[src/rtl/qam_pkg.sv]
// Shared constants and helpers for the QAM serial-to-parallel deframer.
package qam_pkg;

  // Bits per symbol for the supported constellations.
  localparam int QPSK_BITS  = 2;
  localparam int QAM16_BITS = 4;
  localparam int QAM64_BITS = 6;

  // Width needed to index 'value' items; never less than one bit.
  function automatic int clog2_w(input int value);
    return (value <= 2) ? 1 : $clog2(value);
  endfunction

endpackage

[src/rtl/s2p_qam_deframer_if.sv]
// Serial bit input and symbol output bundle of the deframer.
// The master drives the serial side and consumes symbols; the slave is the deframer.
interface s2p_qam_deframer_if
  import qam_pkg::*;
#(
  parameter int BITS_PER_SYM = QAM16_BITS,
  parameter int FIFO_DEPTH   = 4
) ();

  localparam int HALF = BITS_PER_SYM / 2;
  localparam int FW   = clog2_w(FIFO_DEPTH) + 1;

  logic            adat_be_S;
  logic            data_change;
  logic            frame_start;
  logic            sym_ready;
  logic            clear_overflow;
  logic            sym_valid;
  logic [HALF-1:0] sym_i;
  logic [HALF-1:0] sym_q;
  logic [1:0]      elojel_sin_cos;
  logic [FW-1:0]   fill_level;
  logic            overflow;

  modport master (
    output adat_be_S, data_change, frame_start, sym_ready, clear_overflow,
    input  sym_valid, sym_i, sym_q, elojel_sin_cos, fill_level, overflow
  );

  modport slave (
    input  adat_be_S, data_change, frame_start, sym_ready, clear_overflow,
    output sym_valid, sym_i, sym_q, elojel_sin_cos, fill_level, overflow
  );

endinterface

[src/rtl/qam_sym_fifo.sv]
// Synchronous symbol FIFO. A push into a full FIFO is accepted only when a pop
// frees a slot in the same cycle; otherwise it is ignored and the caller decides
// how to report the drop.
module qam_sym_fifo
  import qam_pkg::*;
#(
  parameter int WIDTH = 4,
  parameter int DEPTH = 4
) (
  input  logic                    clk,
  input  logic                    rst_n,
  input  logic                    push_i,
  input  logic [WIDTH-1:0]        din_i,
  input  logic                    pop_i,
  output logic                    full_o,
  output logic                    empty_o,
  output logic [clog2_w(DEPTH):0] count_o,
  output logic [WIDTH-1:0]        head_o
);

  localparam int AW = clog2_w(DEPTH);

  logic [WIDTH-1:0] mem_q [DEPTH];
  logic [AW-1:0]    wr_ptr_q, wr_ptr_d;
  logic [AW-1:0]    rd_ptr_q, rd_ptr_d;
  logic [AW:0]      count_q, count_d;
  logic             do_push, do_pop;

  assign full_o  = (count_q == (AW + 1)'(DEPTH));
  assign empty_o = (count_q == '0);
  assign do_pop  = pop_i && !empty_o;
  assign do_push = push_i && (!full_o || do_pop);
  assign count_o = count_q;
  assign head_o  = mem_q[rd_ptr_q];

  // Pointer and occupancy next-state; depth is a power of two so pointers wrap naturally.
  always_comb begin
    // NOTE: every signal gets a default before any branch so no latch can be inferred.
    wr_ptr_d = wr_ptr_q;
    rd_ptr_d = rd_ptr_q;
    count_d  = count_q;
    if (do_push) wr_ptr_d = wr_ptr_q + 1'b1;
    if (do_pop)  rd_ptr_d = rd_ptr_q + 1'b1;
    case ({do_push, do_pop})
      2'b10:   count_d = count_q + 1'b1;
      2'b01:   count_d = count_q - 1'b1;
      default: count_d = count_q;
    endcase
  end

  // Control state register with asynchronous clear.
  always_ff @(posedge clk or negedge rst_n) begin
    // NOTE: non-blocking assignments keep all registers updating from pre-edge values.
    if (!rst_n) begin
      wr_ptr_q <= '0;
      rd_ptr_q <= '0;
      count_q  <= '0;
    end else begin
      wr_ptr_q <= wr_ptr_d;
      rd_ptr_q <= rd_ptr_d;
      count_q  <= count_d;
    end
  end

  // Symbol storage write port.
  // NOTE: storage has no reset; entries are only observed while count says they are valid.
  always_ff @(posedge clk) begin
    if (do_push) mem_q[wr_ptr_q] <= din_i;
  end

endmodule

[src/rtl/s2p_qam_deframer.sv]
// Serial-to-parallel QAM symbol deframer: assembles strobed bits into symbols,
// buffers them, and presents the head symbol split into I/Q halves and signs.
module s2p_qam_deframer
  import qam_pkg::*;
#(
  parameter int BITS_PER_SYM = QAM16_BITS,
  parameter int FIFO_DEPTH   = 4,
  parameter bit MSB_FIRST    = 1'b1
) (
  input  logic                 clock,
  input  logic                 reset,
  s2p_qam_deframer_if.slave    bus
);

  localparam int              B        = BITS_PER_SYM;
  localparam int              HALF     = B / 2;
  localparam int              CW       = clog2_w(B);
  localparam logic [CW-1:0]   LAST_IDX = CW'(B - 1);

  logic [CW-1:0]                cnt_q, cnt_d;
  logic [B-1:0]                 shreg_q, shreg_d;
  logic                         ovf_q, ovf_d;
  logic                         push, pop, drop;
  logic                         fifo_full, fifo_empty;
  logic [B-1:0]                 head;
  logic [clog2_w(FIFO_DEPTH):0] count;
  logic [HALF-1:0]              i_half, q_half;

  // A symbol completes on the strobe carrying its last bit, unless that strobe restarts framing.
  assign push = bus.data_change && !bus.frame_start && (cnt_q == LAST_IDX);
  assign pop  = bus.sym_ready && !fifo_empty;
  assign drop = push && fifo_full && !pop;

  // Bit counter, shift register and sticky overflow next-state.
  always_comb begin
    cnt_d   = cnt_q;
    shreg_d = shreg_q;
    ovf_d   = ovf_q;
    if (bus.data_change) begin
      if (bus.frame_start) begin
        // Restart: drop partial bits, the current bit becomes bit 0 of a new symbol.
        cnt_d   = CW'(1);
        shreg_d = MSB_FIRST ? {{(B-1){1'b0}}, bus.adat_be_S}
                            : {bus.adat_be_S, {(B-1){1'b0}}};
      end else begin
        cnt_d   = (cnt_q == LAST_IDX) ? '0 : cnt_q + 1'b1;
        shreg_d = MSB_FIRST ? {shreg_q[B-2:0], bus.adat_be_S}
                            : {bus.adat_be_S, shreg_q[B-1:1]};
      end
    end
    if (drop)                    ovf_d = 1'b1;
    else if (bus.clear_overflow) ovf_d = 1'b0;
  end

  // Assembly state register.
  always_ff @(posedge clock or negedge reset) begin
    if (!reset) begin
      cnt_q   <= '0;
      shreg_q <= '0;
      ovf_q   <= 1'b0;
    end else begin
      cnt_q   <= cnt_d;
      shreg_q <= shreg_d;
      ovf_q   <= ovf_d;
    end
  end

  // The pushed word is the shift-register next value, so it already includes the current bit.
  qam_sym_fifo #(
    .WIDTH (B),
    .DEPTH (FIFO_DEPTH)
  ) u_fifo (
    .clk     (clock),
    .rst_n   (reset),
    .push_i  (push),
    .din_i   (shreg_d),
    .pop_i   (pop),
    .full_o  (fifo_full),
    .empty_o (fifo_empty),
    .count_o (count),
    .head_o  (head)
  );

  // Head symbol split; zeros are forced while empty so stale storage never shows.
  assign i_half             = fifo_empty ? '0 : head[B-1:HALF];
  assign q_half             = fifo_empty ? '0 : head[HALF-1:0];
  assign bus.sym_valid      = !fifo_empty;
  assign bus.sym_i          = i_half;
  assign bus.sym_q          = q_half;
  assign bus.elojel_sin_cos = {i_half[HALF-1], q_half[HALF-1]};
  assign bus.fill_level     = count;
  assign bus.overflow       = ovf_q;

endmodule

[src/flat_wrapper.sv]
// flat-port wrapper written by rule: the top's interface ports become plain ports
module s2p_qam_deframer_flat import qam_pkg::*;
#(
  parameter int BITS_PER_SYM = QAM16_BITS,
  parameter int FIFO_DEPTH   = 4,
  parameter bit MSB_FIRST    = 1'b1
)
  (clock, reset, bus_adat_be_S, bus_data_change, bus_frame_start, bus_sym_ready, bus_clear_overflow, bus_sym_valid, bus_sym_i, bus_sym_q, bus_elojel_sin_cos, bus_fill_level, bus_overflow);
  s2p_qam_deframer_if #(.BITS_PER_SYM(BITS_PER_SYM), .FIFO_DEPTH(FIFO_DEPTH)) bus_i ();
  input  logic clock;
  input  logic reset;
  input wire logic [$bits(bus_i.adat_be_S)-1:0] bus_adat_be_S;
  input wire logic [$bits(bus_i.data_change)-1:0] bus_data_change;
  input wire logic [$bits(bus_i.frame_start)-1:0] bus_frame_start;
  input wire logic [$bits(bus_i.sym_ready)-1:0] bus_sym_ready;
  input wire logic [$bits(bus_i.clear_overflow)-1:0] bus_clear_overflow;
  output wire logic [$bits(bus_i.sym_valid)-1:0] bus_sym_valid;
  output wire logic [$bits(bus_i.sym_i)-1:0] bus_sym_i;
  output wire logic [$bits(bus_i.sym_q)-1:0] bus_sym_q;
  output wire logic [$bits(bus_i.elojel_sin_cos)-1:0] bus_elojel_sin_cos;
  output wire logic [$bits(bus_i.fill_level)-1:0] bus_fill_level;
  output wire logic [$bits(bus_i.overflow)-1:0] bus_overflow;
  assign bus_i.adat_be_S = bus_adat_be_S;
  assign bus_i.data_change = bus_data_change;
  assign bus_i.frame_start = bus_frame_start;
  assign bus_i.sym_ready = bus_sym_ready;
  assign bus_i.clear_overflow = bus_clear_overflow;
  assign bus_sym_valid = bus_i.sym_valid;
  assign bus_sym_i = bus_i.sym_i;
  assign bus_sym_q = bus_i.sym_q;
  assign bus_elojel_sin_cos = bus_i.elojel_sin_cos;
  assign bus_fill_level = bus_i.fill_level;
  assign bus_overflow = bus_i.overflow;
  s2p_qam_deframer #(.BITS_PER_SYM(BITS_PER_SYM), .FIFO_DEPTH(FIFO_DEPTH), .MSB_FIRST(MSB_FIRST)) u_core (.clock(clock), .reset(reset), .bus(bus_i));
endmodule
[config.mk]
export PLATFORM = sky130hd
export DESIGN_NAME = s2p_qam_deframer_flat
export DESIGN_NICKNAME = d
export VERILOG_FILES = /design/src/rtl/qam_pkg.sv /design/src/rtl/s2p_qam_deframer_if.sv /design/src/rtl/qam_sym_fifo.sv /design/src/rtl/s2p_qam_deframer.sv /design/src/flat_wrapper.sv
export SDC_FILE = /design/constraint.sdc
export NUM_CORES = 1
export LEC_CHECK = 0
export CAP_MARGIN = 30
export CORE_MARGIN = 4
export CORE_UTILIZATION = 40
export CTS_CLUSTER_SIZE = 10
export DETAILED_ROUTE_END_ITERATION = 6
export PLACE_DENSITY_LB_ADDON = 0.3
export SLEW_MARGIN = 0
export SYNTH_ARGS = -nofsm -noshare
export SYNTH_HDL_FRONTEND = slang
export SYNTH_HIERARCHICAL = 1
export SYNTH_SLANG_ARGS = --single-unit
[constraint.sdc]
create_clock -name clock -period 2.45 [get_ports clock]
set_input_delay 0.49 -clock clock [delete_from_list [all_inputs] [get_ports clock]]
set_output_delay 0.49 -clock clock [all_outputs]
set_load 0.01 [all_outputs]
# Word-level counts from Yosys, hierarchy flattened
# Memories as Yosys holds them, arrays and structs flattened.
# Index checks and enable logic that the tools add are counted.
classes:
  n_addsub: 5
  eq_ne: 4
  mux: 11
  n_reduce_logical: 15
ops:
  columns: ["operator", "count"]
  rows:
  - ["$mux 2", 4]
  - ["$mux 4", 2]
  - ["$logic_and 1x1->1", 7]
  - ["$add 2x1->2 const B", 3]
  - ["$pmux 3 s2", 1]
  - ["$eq 2x2->1 const B", 2]
  - ["$logic_not 1->1", 4]
  - ["$mux 1", 4]
  - ["$reduce_bool 2->1", 2]
  - ["$add 3x1->3 const B", 1]
  - ["$eq 3x3->1 const B", 1]
  - ["$logic_not 3->1", 1]
  - ["$sub 3x1->3 const B", 1]
  - ["$eq 2x1->1 const B", 1]
  - ["$logic_or 1x1->1", 1]
word_totals:
  ff_bits: 14
  mem_bits_rw: 16
  out_inout_bits: 11
  word_cells: 42
  mem_count: 1
mem_list:
  columns: ["memory", "words", "width", "read_ports", "rd_clocked_by_memory_dff", "write_ports", "line_no", "text"]
  rows:
  - ["u_core.u_fifo.mem_q", 4, 4, 1, 0, 1, "qam_sym_fifo.sv:23", "logic [WIDTH-1:0] mem_q [DEPTH];"]

# Depth between registers and ports, before layout
logic_depth:
  word_depth: 8
  ltp_mapped: 11
  depth_no_buf: 9

# By module
# Netlist, hierarchy kept.
by_module_without_submodules:
  columns: ["module", "instances", "cells_each", "area_each_um2", "seq_area_each_um2"]
  rows:
  - ["qam_sym_fifo", 1, 73, 1093.5, 655.6]
  - ["s2p_qam_deframer", 1, 33, 361.6, 175.2]

# Worst setup path before layout
# Ideal clock, no wire load.
synth_timing:
  path_kind: "reg2reg"
  from: "register u_core.u_fifo.count_q[2] (netlist: u_core/u_fifo/count_o[2])"
  to: "register u_core.u_fifo.count_q[1] (netlist: u_core/u_fifo/count_o[1])"
  setup_ns: 0.065
  arrival_time_ns: 2.471
  required_time_ns: 2.385
  setup_slack_ns: -0.086
  path_stages_with_launch: 12
  path_buffers: 2
  period_less_slack_ns: 2.536
  path_cell_list: "dfrtp_1 buf_4 nor3_1 nand2b_1 inv_1 clkbuf_1 nand2b_1 or2_2 fa_1 o21bai_1 a31oi_1 o21a_1"
synth_between:
  elab_chain_cells: 8
  word_cells_on_any_way: 12
  classes_between: "3 x eq/ne; 1 x mux; 8 x reduce/logical"
synth_rtl:
  columns: ["element", "line_no", "text"]
  rows:
  - ["from (decl)", "qam_sym_fifo.sv:26", "logic [AW:0] count_q, count_d;"]
  - ["from (signal assigned)", "qam_sym_fifo.sv:61", "count_q <= count_d;"]
  - ["$logic_not 3->1 (*)", "qam_sym_fifo.sv:30", "assign empty_o = (count_q == '0);"]
  - ["net u_core.fifo_empty", "s2p_qam_deframer.sv:24", "logic fifo_full, fifo_empty;"]
  - ["$logic_not 1->1 (*)", "s2p_qam_deframer.sv:31", "assign pop = bus.sym_ready && !fifo_empty;"]
  - ["$logic_and 1x1->1 (*)", "s2p_qam_deframer.sv:31", null]
  - ["net u_core.pop", "s2p_qam_deframer.sv:23", "logic push, pop, drop;"]
  - ["$logic_and 1x1->1 (*)", "qam_sym_fifo.sv:31", "assign do_pop = pop_i && !empty_o;"]
  - ["$logic_or 1x1->1", "qam_sym_fifo.sv:32", "assign do_push = push_i && (!full_o || do_pop);"]
  - ["$logic_and 1x1->1", "qam_sym_fifo.sv:32", null]
  - ["$eq 2x1->1 / $eq 2x2->1 (equally long branches)", "qam_sym_fifo.sv:44", "case ({do_push, do_pop})"]
  - ["$pmux 3 s2 / $reduce_bool 2->1 (equally long branches)", null, null]
# Mark *: on every way through the listed nets, which the timed path passes. The rest lies on a longest branch.
# A chain may end at the register's enable or synchronous reset.

# Worst setup path after layout
layout_timing:
  from: "register u_core.u_fifo.rd_ptr_q[0]"
  to: "output port bus_sym_q[0]"
layout_between:
  elab_chain_cells: 2
layout_rtl:
  columns: ["element", "line_no", "text"]
  rows:
  - ["from (decl)", "qam_sym_fifo.sv:25", "logic [AW-1:0] rd_ptr_q, rd_ptr_d;"]
  - ["from (signal assigned)", "qam_sym_fifo.sv:60", "rd_ptr_q <= rd_ptr_d;"]
  - ["$mem_v2 4x4", null, null]
  - ["net u_core.head[0]", "s2p_qam_deframer.sv:25", "logic [B-1:0] head;"]
  - ["$mux 2", "s2p_qam_deframer.sv:86", "assign q_half = fifo_empty ? '0 : head[HALF-1:0];"]
  - ["to (decl)", "flat_wrapper.sv:19", "output wire logic [$bits(bus_i.sym_q)-1:0] bus_sym_q;"]
# The timed path passes the listed nets, and every way through them passes these cells.

==> results.toml <==
[timing]
finalClockSkew_ns = 0.0137
fin_crit_ns = 2.36
setup_tns_ns = 0
fmax_mhz = 423
holdWs_ns = 0.529
hold_viol_final = 0
min_period_over_period_pct = 96.4
finalSetupViolCount = 0
rsz0062_at_grt = "no"
slew_violations = 0
slew_headroom_pct = 56.3
tightest_slew_ns = 0.653

[synth]
yosysWarningCount = 6
ys.flop_type = "edfxtp_1"
synth.cell_area_sq_um = 1460
synth_area_leaders = "edfxtp_1 33%, dfrtp_1 24%, mux4_2 6.2%, ha_1 4.3%, xnor2_1 2.4%"
ys_ff_latch = 30
synth_top_area_share_pct = 33.0
synth_top_area_cell = "edfxtp_1"
synthCells = 106
ys_types = 37
syn_nets = 119
avgSynthCellArea_sq_um = 13.7
synth-edff-count = 16
async_reset_ff_share_pct = 46.7
ys_seq_area_share_pct = 57.1

[clocking]
tritoncts = "built"
h-tree-depth = 2
cts_hold_buf = 0
clockRootBuffer = "clkbuf_4"
clkTransAtPathRegs_ns = 0.11
clock-sinks = 30
cts_buffer_depth = 2
cts_buffers = 5
clock_latency_ns = 0.33

[routing]
avgRoutedWirePerCell_um = 14.2
firstDrtPassIters = 4
routed_wl_um = 2530
vias_per_cell = 4.98
drc = 0
postRouteAntennaNets = 0
drtIter0Drc = 37
vias = 886

[floorplan]
die_h_um = 68.3
initial_core_util_pct = 42.6
ios = 18
core_area_sq_um = 3420
die_width_um = 68.3
die_area_sq_um = 4670
placementRows = 21

[power]
powerDensity_nw_per_um2 = 1060
p_sw_share_pct = 32.7
peakVddDrop_v = 0.000622
internal_power_mw = 1.28
combPwrFrac_pct = 41.6
total_power_mw = 1.90
seq_power_share_pct = 37.2
pwr-share-clk_pct = 21.2
p_leak_nw = 0.734
p_sw_mw = 0.623

[worst_hold_path]
hold_class = "flip-flop to flip-flop"

[layout]
fin_nets = 144
design_area_sq_um = 1790
area_growth_pct = 23.0
drive_gt1_share_pct = 21.2
fin_util_pct = 52.4
fillers = 299
n_antenna_cell = 0

[global_routing]
grt_pass1_vias = 937
overflow = 0
grt_max_degree = 15
grt_pass1_wl_um = 4260
grt_antenna_before_repair = 0
grtUsageTotal_pct = 12.6

[worst_setup_path]
start_kind = "flip-flop"
path_max_fanout = 4
path_cells = "mux4_2 > nor2b_1 > clkdlybuf4s50_1"
critPathMaxStageDelay_ns = 0.50
criticalPathCategory = "flip-flop to primary output"
end_kind = "primary output"
arrival_ns = 1.87
worstPathRequired_ns = 1.96
crit_slowest_cell = "mux4_2"

[outcome]
status = "finished clean"

[place]
dp_hpwl_um = 1890
post_dp_cell_area_sq_um = 1700
numPortBuffers = 17
gp_congestion = 0.804

[run]
cap_violations = 0
-- per-stage QoR --
step / setup WS (ns) / cells
3_5_place_dp: -0.0248 / 169
6_report: 0.0885 / 178
4_1_cts: 0.0368 / 178
5_1_grt: 0.00543 / 178
2_1_floorplan: 0.105 / 106
3_3_place_gp: 0.0426 / 169
-- per-layer routing --
metal	global-route usage [%]	routed length, um
met1	14.6	1100
met2	21.5	1300
met3	4.60	85
met4	4.22	47
met5	0	0
-- cell usage in the layout (no fill, tap or decap), types with 2 or more instances in the layout --
master	n
nand2_1	3
nor2b_1	5
inv_1	9
mux4_2	4
clkbuf_4	5
nand2b_1	3
clkdlybuf4s50_1	13
o21a_1	2
and2_1	4
a22o_1	2
nand3b_1	2
dlymetal6s2s_1	2
ha_1	5
a22oi_1	2
dlygate4sd2_1	2
xnor2_1	4
o21bai_1	2
dfrtp_1	13
clkinvlp_4	2
o2bb2ai_1	2
edfxtp_1	16
buf_4	8
nor2_1	3
-- power by group through the flow --
stage	logic [mW]	clock network, mW	registers (mW)
after floorplan	0.527	0	0.690
after global placement	0.779	0	0.720
after detailed placement	0.802	0	0.726
after CTS	0.808	0.411	0.710
after global routing	0.882	0.432	0.725
final	0.791	0.403	0.708
-- registers in the layout (all words and copies together), names as in the netlist --
| signal | flops |
|---|---|
| u_core/u_fifo/mem_q | 16 |
| u_core/shreg_q | 4 |
| u_core/u_fifo/count_o | 3 |
| u_core/cnt_q | 2 |
| u_core/u_fifo/rd_ptr_q | 2 |
| u_core/u_fifo/wr_ptr_q | 2 |
| u_core/bus.overflow | 1 |
-- path summary, 6_finish.rpt --
| check | startpoint | to | slack (ns) | cells past startpoint |
|---|---|---|---|---|
| min in group asynchronous | reset | u_core/u_fifo/count_o[1] | 0.54 | 1 |
| min reg2reg | u_core/cnt_q[1] | u_core/cnt_q[1] | 0.53 | 1 |
| max in group asynchronous | reset | u_core/u_fifo/rd_ptr_q[0] | 1.44 | 1 |
| max reg2reg | u_core/u_fifo/count_o[1] | u_core/u_fifo/count_o[2] | 0.25 | 8 |
| min | u_core/cnt_q[1] | u_core/cnt_q[1] | 0.53 | 1 |
| max | u_core/u_fifo/rd_ptr_q[0] | bus_sym_q[0] | 0.09 | 3 |
-- logic make-up (layout without fill, tap and decap cells) --
group	count (synthesis)	count (layout)	share of synthesized area, %
xor+xnor	5	5	3.01
compound gates	18	18	10.1
flops	30	30	57.1
fa+ha+maj	6	6	5.68
simple gates	24	24	9.97
mux	7	7	8.68
buf+inv	16	42	5.42
-- synth_stat cells, drive strengths merged, types with 3 or more instances --
cell    number
edfxtp      16
dfrtp       14
inv          9
ha           5
nor2b        5
and2         4
buf          4
mux4         4
xnor2        4
clkbuf       3
nand2        3
nand2b       3
nor2         3
o21a         3
-- layout make-up --
class / instances / area, sq um / area share (%)
multi-input combinational: 60 / 551 / 30.8
inverter: 9 / 33.8 / 1.89
timing repair buffer: 25 / 233 / 13.0
clock buffer: 5 / 37.5 / 2.10
clock inverter: 3 / 45.0 / 2.52
tap: 46 / 57.6 / 3.22
sequential: 30 / 832 / 46.5
-- what timing repair did --
item / 4_1_cts / 5_1_grt
setup endpoints to repair: 6 / 2
buffers inserted: 1 / 0
gates resized for setup: 3 / 2
-- worst max-delay path: cells and delay by family (launching register included) --
kind	cells	cell delay (ns)
muxes	1	0.50
and+or+nand+nor	1	0.14
DFF	1	0.44
buffers and inverters	1	0.47
(Power assumes the default switching activity.)
